===== config.mk =====
export PLATFORM = sky130hd
export DESIGN_NAME = ws2812b_strip_driver
export DESIGN_NICKNAME = d
export VERILOG_FILES = /design/src/rtl/ws2812b_strip_driver.sv
export SDC_FILE = /design/constraint.sdc
export NUM_CORES = 2
export LEC_CHECK = 0
export CAP_MARGIN = 20
export CORE_MARGIN = 4
export CORE_UTILIZATION = 61
export DETAILED_ROUTE_END_ITERATION = 10
export PLACE_DENSITY_LB_ADDON = 0.2
export SYNTH_ARGS = -nofsm -noshare
export SYNTH_HDL_FRONTEND = slang
export SYNTH_SLANG_ARGS = --single-unit

===== constraint.sdc =====
create_clock -name clk -period 13.04 [get_ports clk]
set_clock_uncertainty 0.15 [all_clocks]
set_input_delay 2.608 -clock clk [delete_from_list [all_inputs] [get_ports clk]]
set_output_delay 2.608 -clock clk [all_outputs]
set_load 0.03 [all_outputs]

===== src/rtl/ws2812b_strip_driver.sv =====
// WS2812B strip driver: NUM_LEDS x 24-bit frame buffer, per-frame brightness scaling,
// GRB serialiser with back-to-back bit periods and a trailing latch gap.
module ws2812b_strip_driver #(
    parameter int NUM_LEDS = 64,
    parameter int ADDR_W   = 6,
    parameter int T0H_CYC  = 20,
    parameter int T1H_CYC  = 40,
    parameter int TBIT_CYC = 63,
    parameter int TRST_CYC = 3000
) (
    input  logic              clk,
    input  logic              reset_n,
    input  logic              wr_en,
    input  logic [ADDR_W-1:0] wr_addr,
    input  logic [23:0]       wr_data,
    input  logic [7:0]        brightness,
    input  logic              start,
    input  logic              auto_refresh,
    output logic              busy,
    output logic              frame_done,
    output logic              dout
);
    localparam int DEPTH   = 1 << ADDR_W;
    localparam int TIMER_W = $clog2(TBIT_CYC);
    localparam int LATCH_W = (TRST_CYC > 2) ? $clog2(TRST_CYC) : 1;

    localparam logic [ADDR_W:0]    LED_COUNT  = (ADDR_W+1)'(NUM_LEDS);
    localparam logic [ADDR_W-1:0]  LAST_LED   = ADDR_W'(NUM_LEDS - 1);
    localparam logic [ADDR_W-1:0]  LED_ONE    = ADDR_W'(1);
    localparam logic [TIMER_W-1:0] LAST_TICK  = TIMER_W'(TBIT_CYC - 1);
    localparam logic [TIMER_W-1:0] TICK_ONE   = TIMER_W'(1);
    localparam logic [TIMER_W-1:0] T0H_TICKS  = TIMER_W'(T0H_CYC);
    localparam logic [TIMER_W-1:0] T1H_TICKS  = TIMER_W'(T1H_CYC);
    localparam logic [LATCH_W-1:0] LAST_LATCH = LATCH_W'(TRST_CYC - 2);
    localparam logic [LATCH_W-1:0] LATCH_ONE  = LATCH_W'(1);
    localparam logic [4:0]         LAST_BIT   = 5'd23;

    typedef enum logic [1:0] {
        ST_IDLE  = 2'd0,
        ST_LOAD  = 2'd1,
        ST_SEND  = 2'd2,
        ST_LATCH = 2'd3
    } state_t;

    // c' = (c * (brightness + 1)) >> 8; the product never exceeds 16 bits
    function automatic logic [7:0] scale_chan(input logic [7:0] c, input logic [7:0] b);
        return 8'(({8'd0, c} * ({8'd0, b} + 16'd1)) >> 8);
    endfunction

    function automatic logic [23:0] to_grb(input logic [23:0] rgb, input logic [7:0] b);
        return {scale_chan(rgb[15:8], b), scale_chan(rgb[23:16], b), scale_chan(rgb[7:0], b)};
    endfunction

    logic [23:0]        mem_r [DEPTH];
    state_t             state_r, state_s;
    logic [TIMER_W-1:0] timer_r, timer_s;
    logic [4:0]         bit_r, bit_s;
    logic [ADDR_W-1:0]  led_r, led_s;
    logic [ADDR_W-1:0]  fetch_idx_s;
    logic [23:0]        shift_r, shift_s;
    logic [23:0]        fetch_s;
    logic [LATCH_W-1:0] latch_r, latch_s;
    logic [7:0]         bright_r, bright_s;
    logic               dout_r, dout_s;
    logic               busy_r, busy_s;
    logic               done_r, done_s;

    // Frame buffer; indices at or beyond NUM_LEDS are never written and stay zero
    always_ff @(posedge clk or negedge reset_n) begin
        if (!reset_n) begin
            for (int i = 0; i < DEPTH; i++) begin
                mem_r[i] <= 24'h000000;
            end
        end else if (wr_en && ({1'b0, wr_addr} < LED_COUNT)) begin
            mem_r[wr_addr] <= wr_data;
        end
    end

    // Next-state, counters and next values of the registered outputs
    always_comb begin
        state_s     = state_r;
        timer_s     = timer_r;
        bit_s       = bit_r;
        led_s       = led_r;
        shift_s     = shift_r;
        latch_s     = latch_r;
        bright_s    = bright_r;
        done_s      = 1'b0;
        busy_s      = 1'b0;
        dout_s      = 1'b0;
        fetch_idx_s = led_r;

        // LOAD reads the first pixel; during SEND the next LED is prefetched
        if (state_r == ST_LOAD) begin
            fetch_idx_s = led_r;
        end else begin
            fetch_idx_s = led_r + LED_ONE;
        end
        fetch_s = to_grb(mem_r[fetch_idx_s], bright_r);

        case (state_r)
            ST_IDLE: begin
                // busy_r is only high here in the frame_done cycle, where start is ignored
                if (auto_refresh || (start && !busy_r)) begin
                    state_s  = ST_LOAD;
                    led_s    = {ADDR_W{1'b0}};
                    bright_s = brightness;
                end else begin
                    state_s = ST_IDLE;
                end
            end
            ST_LOAD: begin
                shift_s = fetch_s;
                timer_s = {TIMER_W{1'b0}};
                bit_s   = 5'd0;
                state_s = ST_SEND;
            end
            ST_SEND: begin
                if (timer_r == LAST_TICK) begin
                    timer_s = {TIMER_W{1'b0}};
                    if (bit_r == LAST_BIT) begin
                        bit_s = 5'd0;
                        if (led_r == LAST_LED) begin
                            state_s = ST_LATCH;
                            latch_s = {LATCH_W{1'b0}};
                        end else begin
                            led_s   = led_r + LED_ONE;
                            shift_s = fetch_s;
                        end
                    end else begin
                        bit_s   = bit_r + 5'd1;
                        shift_s = {shift_r[22:0], 1'b0};
                    end
                end else begin
                    timer_s = timer_r + TICK_ONE;
                end
            end
            ST_LATCH: begin
                // The frame_done cycle itself is the last low cycle of the gap
                if (latch_r == LAST_LATCH) begin
                    state_s = ST_IDLE;
                    done_s  = 1'b1;
                end else begin
                    latch_s = latch_r + LATCH_ONE;
                end
            end
            default: begin
                state_s = ST_IDLE;
            end
        endcase

        busy_s = (state_s != ST_IDLE) || done_s;
        if (state_s == ST_SEND) begin
            dout_s = timer_s < (shift_s[23] ? T1H_TICKS : T0H_TICKS);
        end else begin
            dout_s = 1'b0;
        end
    end

    // State, counters and output registers; reset aborts a frame immediately
    always_ff @(posedge clk or negedge reset_n) begin
        if (!reset_n) begin
            state_r  <= ST_IDLE;
            timer_r  <= {TIMER_W{1'b0}};
            bit_r    <= 5'd0;
            led_r    <= {ADDR_W{1'b0}};
            shift_r  <= 24'h000000;
            latch_r  <= {LATCH_W{1'b0}};
            bright_r <= 8'd0;
            dout_r   <= 1'b0;
            busy_r   <= 1'b0;
            done_r   <= 1'b0;
        end else begin
            state_r  <= state_s;
            timer_r  <= timer_s;
            bit_r    <= bit_s;
            led_r    <= led_s;
            shift_r  <= shift_s;
            latch_r  <= latch_s;
            bright_r <= bright_s;
            dout_r   <= dout_s;
            busy_r   <= busy_s;
            done_r   <= done_s;
        end
    end

    assign dout       = dout_r;
    assign busy       = busy_r;
    assign frame_done = done_r;

endmodule

==> qor.yml <==
status: "complete, no violations"
setup_viol_count_final: 0
grt_pass1_vias: 51495
hp-class: "reg2reg"
wl_per_cell_um: 31.73
timing.final.ws_setup_ns: 2.949
cts_root_buffer: "clkbuf_16"
dr_total_vias: 49836
fin_tns_setup_ns: 0
synth_common_cells: "dfrtp_1 (1602), mux2_2 (1556), mux4_2 (491)"
power.density_cell_area_nw_per_um2: 136.2
cp_max_fo: 115
grt_pass1_wl_um: 348100
grt_max_degree: 167
post_cts_buffers: 0
rsz0062_at_grt: "false"
synth_top_area_share_pct: 49.10
clk_latency_ns: 0.83
drtIter0Drc: 4541
synth.area.top_cells: "dfrtp_1 (49%), mux2_2 (21%), mux4_2 (14%), fa_1 (2.9%), ha_1 (1.7%)"
dpl.cell_count: 7031
place_congestion: 0.9220
path_clk_slew_ns: 0.06
total_power_mw: 12.19
synth_ff_type: "dfrtp_1"
io_pins: 46
end_kind: "flip-flop"
drive_above_1_share_pct: 46.56
finalHoldViolCount: 0
cap_viol_max_count: 0
ys_ff_latch: 1602
avgSynthCellArea_um2: 14.60
critPathTopFamily: "adder cells"
place_hpwl_um: 136800
fin_util_pct: 67.61
syn2layout_area_growth_pct: 9.548
tightest_slew_ns: 1.227
num_rows: 133
multi_input_area_um2: 39160
antenna_found_initial: 9
drtPass1Iterations: 6
cp-start-kind: "flip-flop"
numCtsBuffers: 168
yosys.area.top_type: "dfrtp_1"
max_slew_margin_pct: 17.54
synth_cell_types: 101
fillers: 9063
core_um2: 132300
start_util_pct: 61.72
synth_area_um2: 81650
power.leakage_nw: 41.29
synth_edf_count: 0
finalNetCount: 5729
slowest_stage: "dfrtp_4"
die-area_um2: 139800
crit_required_ns: 13.63
cts_buffer_depth: 3
cpMostUsedCell: "fa_1"
antenna_left: 0
routed_wl_um: 233000
worstPathArrival_ns: 10.68
cts_tree: "yes"
yosys_warnings: 0
htreeDepth: 4
clock.fmax_mhz: 99.10
grt_overflow_total: 0
peakVddDrop_v: 0.0001322
cts.sinks: 1602
seq_area_um2: 40100
io_buffers: 45
path_buf_inv: 4
finalWorstPathRequiredPeriod_ns: 10.09
drcViolationCount: 0
syn_inst: 5591
mappedNetlistNets: 5865
drv_slew: 0
slowest_delay_ns: 0.95
dp_worst_setup_slack_ns: 3.045
vias_per_cell: 6.788
synth_seq_area_share_pct: 49.10
die_x_um: 373.9
crit_type: "reg2reg"
layout.cells.non_filler: 7342
period_share_pct: 77.38
cts.repair.resized: 0
async_reset_ff_share_pct: 100.0
grtUsageTotal_pct: 33.73
die_y_um: 373.9
hold_buffers: 0
synthMostInstantiatedCell: "dfrtp_1"
tightest hold or removal path: cells and delay by family (launching register included):
family,cells,cell delay [ns]
AOI/OAI and AO/OA,2,0.11
DFF,1,0.34
final timing paths:
path,endpoint,slack [ns],start,cells after the start
worst max-delay path,dout$_DFF_PN0_,2.95,led_r[1]$_DFFE_PN0P_,29
worst min-delay path,shift_r[5]$_DFFE_PN0P_,0.34,shift_r[5]$_DFFE_PN0P_,2
worst max register to register,dout$_DFF_PN0_,2.95,led_r[1]$_DFFE_PN0P_,29
worst min register to register,shift_r[5]$_DFFE_PN0P_,0.34,shift_r[5]$_DFFE_PN0P_,2
max in group asynchronous,mem_r[1374]$_DFFE_PN0P_,8.28,reset_n,4
min in group asynchronous,latch_r[7]$_DFFE_PN0P_,1.59,reset_n,1
sequential cells by signal (all words and copies together) (netlist names):
signal      flops
mem_r        1536
shift_r        24
latch_r        12
bright_r        8
led_r           6
timer_r         6
bit_r           5
state_r         2
busy            1
dout            1
frame_done      1
power breakdown:
group	total [mW]	switching [mW]	internal, mW	leakage (nW)
clock network	4.87	2.05	2.82	2.75
logic	1.37	0.549	0.820	17.2
registers	5.95	0.345	5.60	21.3
layer usage:
metal / vias up / wire (µm) / global-route usage, %
met5: - / 37 / 0
met4: 6 / 13590 / 16.49
li1: 20241 / - / -
met1: 26941 / 93000 / 46.65
met2: 2023 / 105100 / 50.29
met3: 625 / 21290 / 8.825
cell families (layout without fill, tap and decap cells):
group,Yosys count,count (layout),synth area share (%)
other cells,0,5,0
simple gates,629,629,3.933
fa+ha+maj,231,231,4.643
flops,1602,1602,49.10
mux,2093,2093,35.62
buf+inv,674,665,3.578
xor+xnor,41,41,0.4628
compound gates,321,321,2.668
cells in the final DEF, fill, tap and decap left out, types with 22 or more instances in the layout:
master / n
nor2b_1: 24
buf_4: 127
fa_1: 120
nor2_1: 59
nor3_1: 36
o21ai_0: 43
o22ai_1: 67
ha_1: 109
and2_1: 70
buf_2: 24
and3_1: 27
mux2i_1: 43
nor2_4: 48
nand2_1: 187
clkbuf_8: 44
clkbuf_1: 39
nand3_1: 49
mux2_2: 1556
dfrtp_1: 1600
mux4_2: 491
inv_1: 175
nand2b_1: 22
clkbuf_16: 170
a21oi_1: 70
final cells by class:
class	instances	share of cell area (%)
Multi-Input combinational cell	3315	43.78
Tap cell	1755	2.455
Antenna cell	5	0.01399
Clock buffer	253	5.596
Timing Repair Buffer	192	1.939
Clock inverter	44	0.6574
Sequential cell	1602	44.82
Inverter	176	0.7385
metrics by stage:
| stage | instance area [µm²] | hold WS (ns) |
|---|---|---|
| 2_1_floorplan | 81650 | 0.2988 |
| 3_3_place_gp | 83630 | 0.3155 |
| 3_5_place_dp | 83630 | 0.3234 |
| 4_1_cts | 89230 | 0.3359 |
| 5_1_grt | 89440 | 0.3568 |
| 6_report | 89450 | 0.3374 |
(Power assumes the default switching activity.)
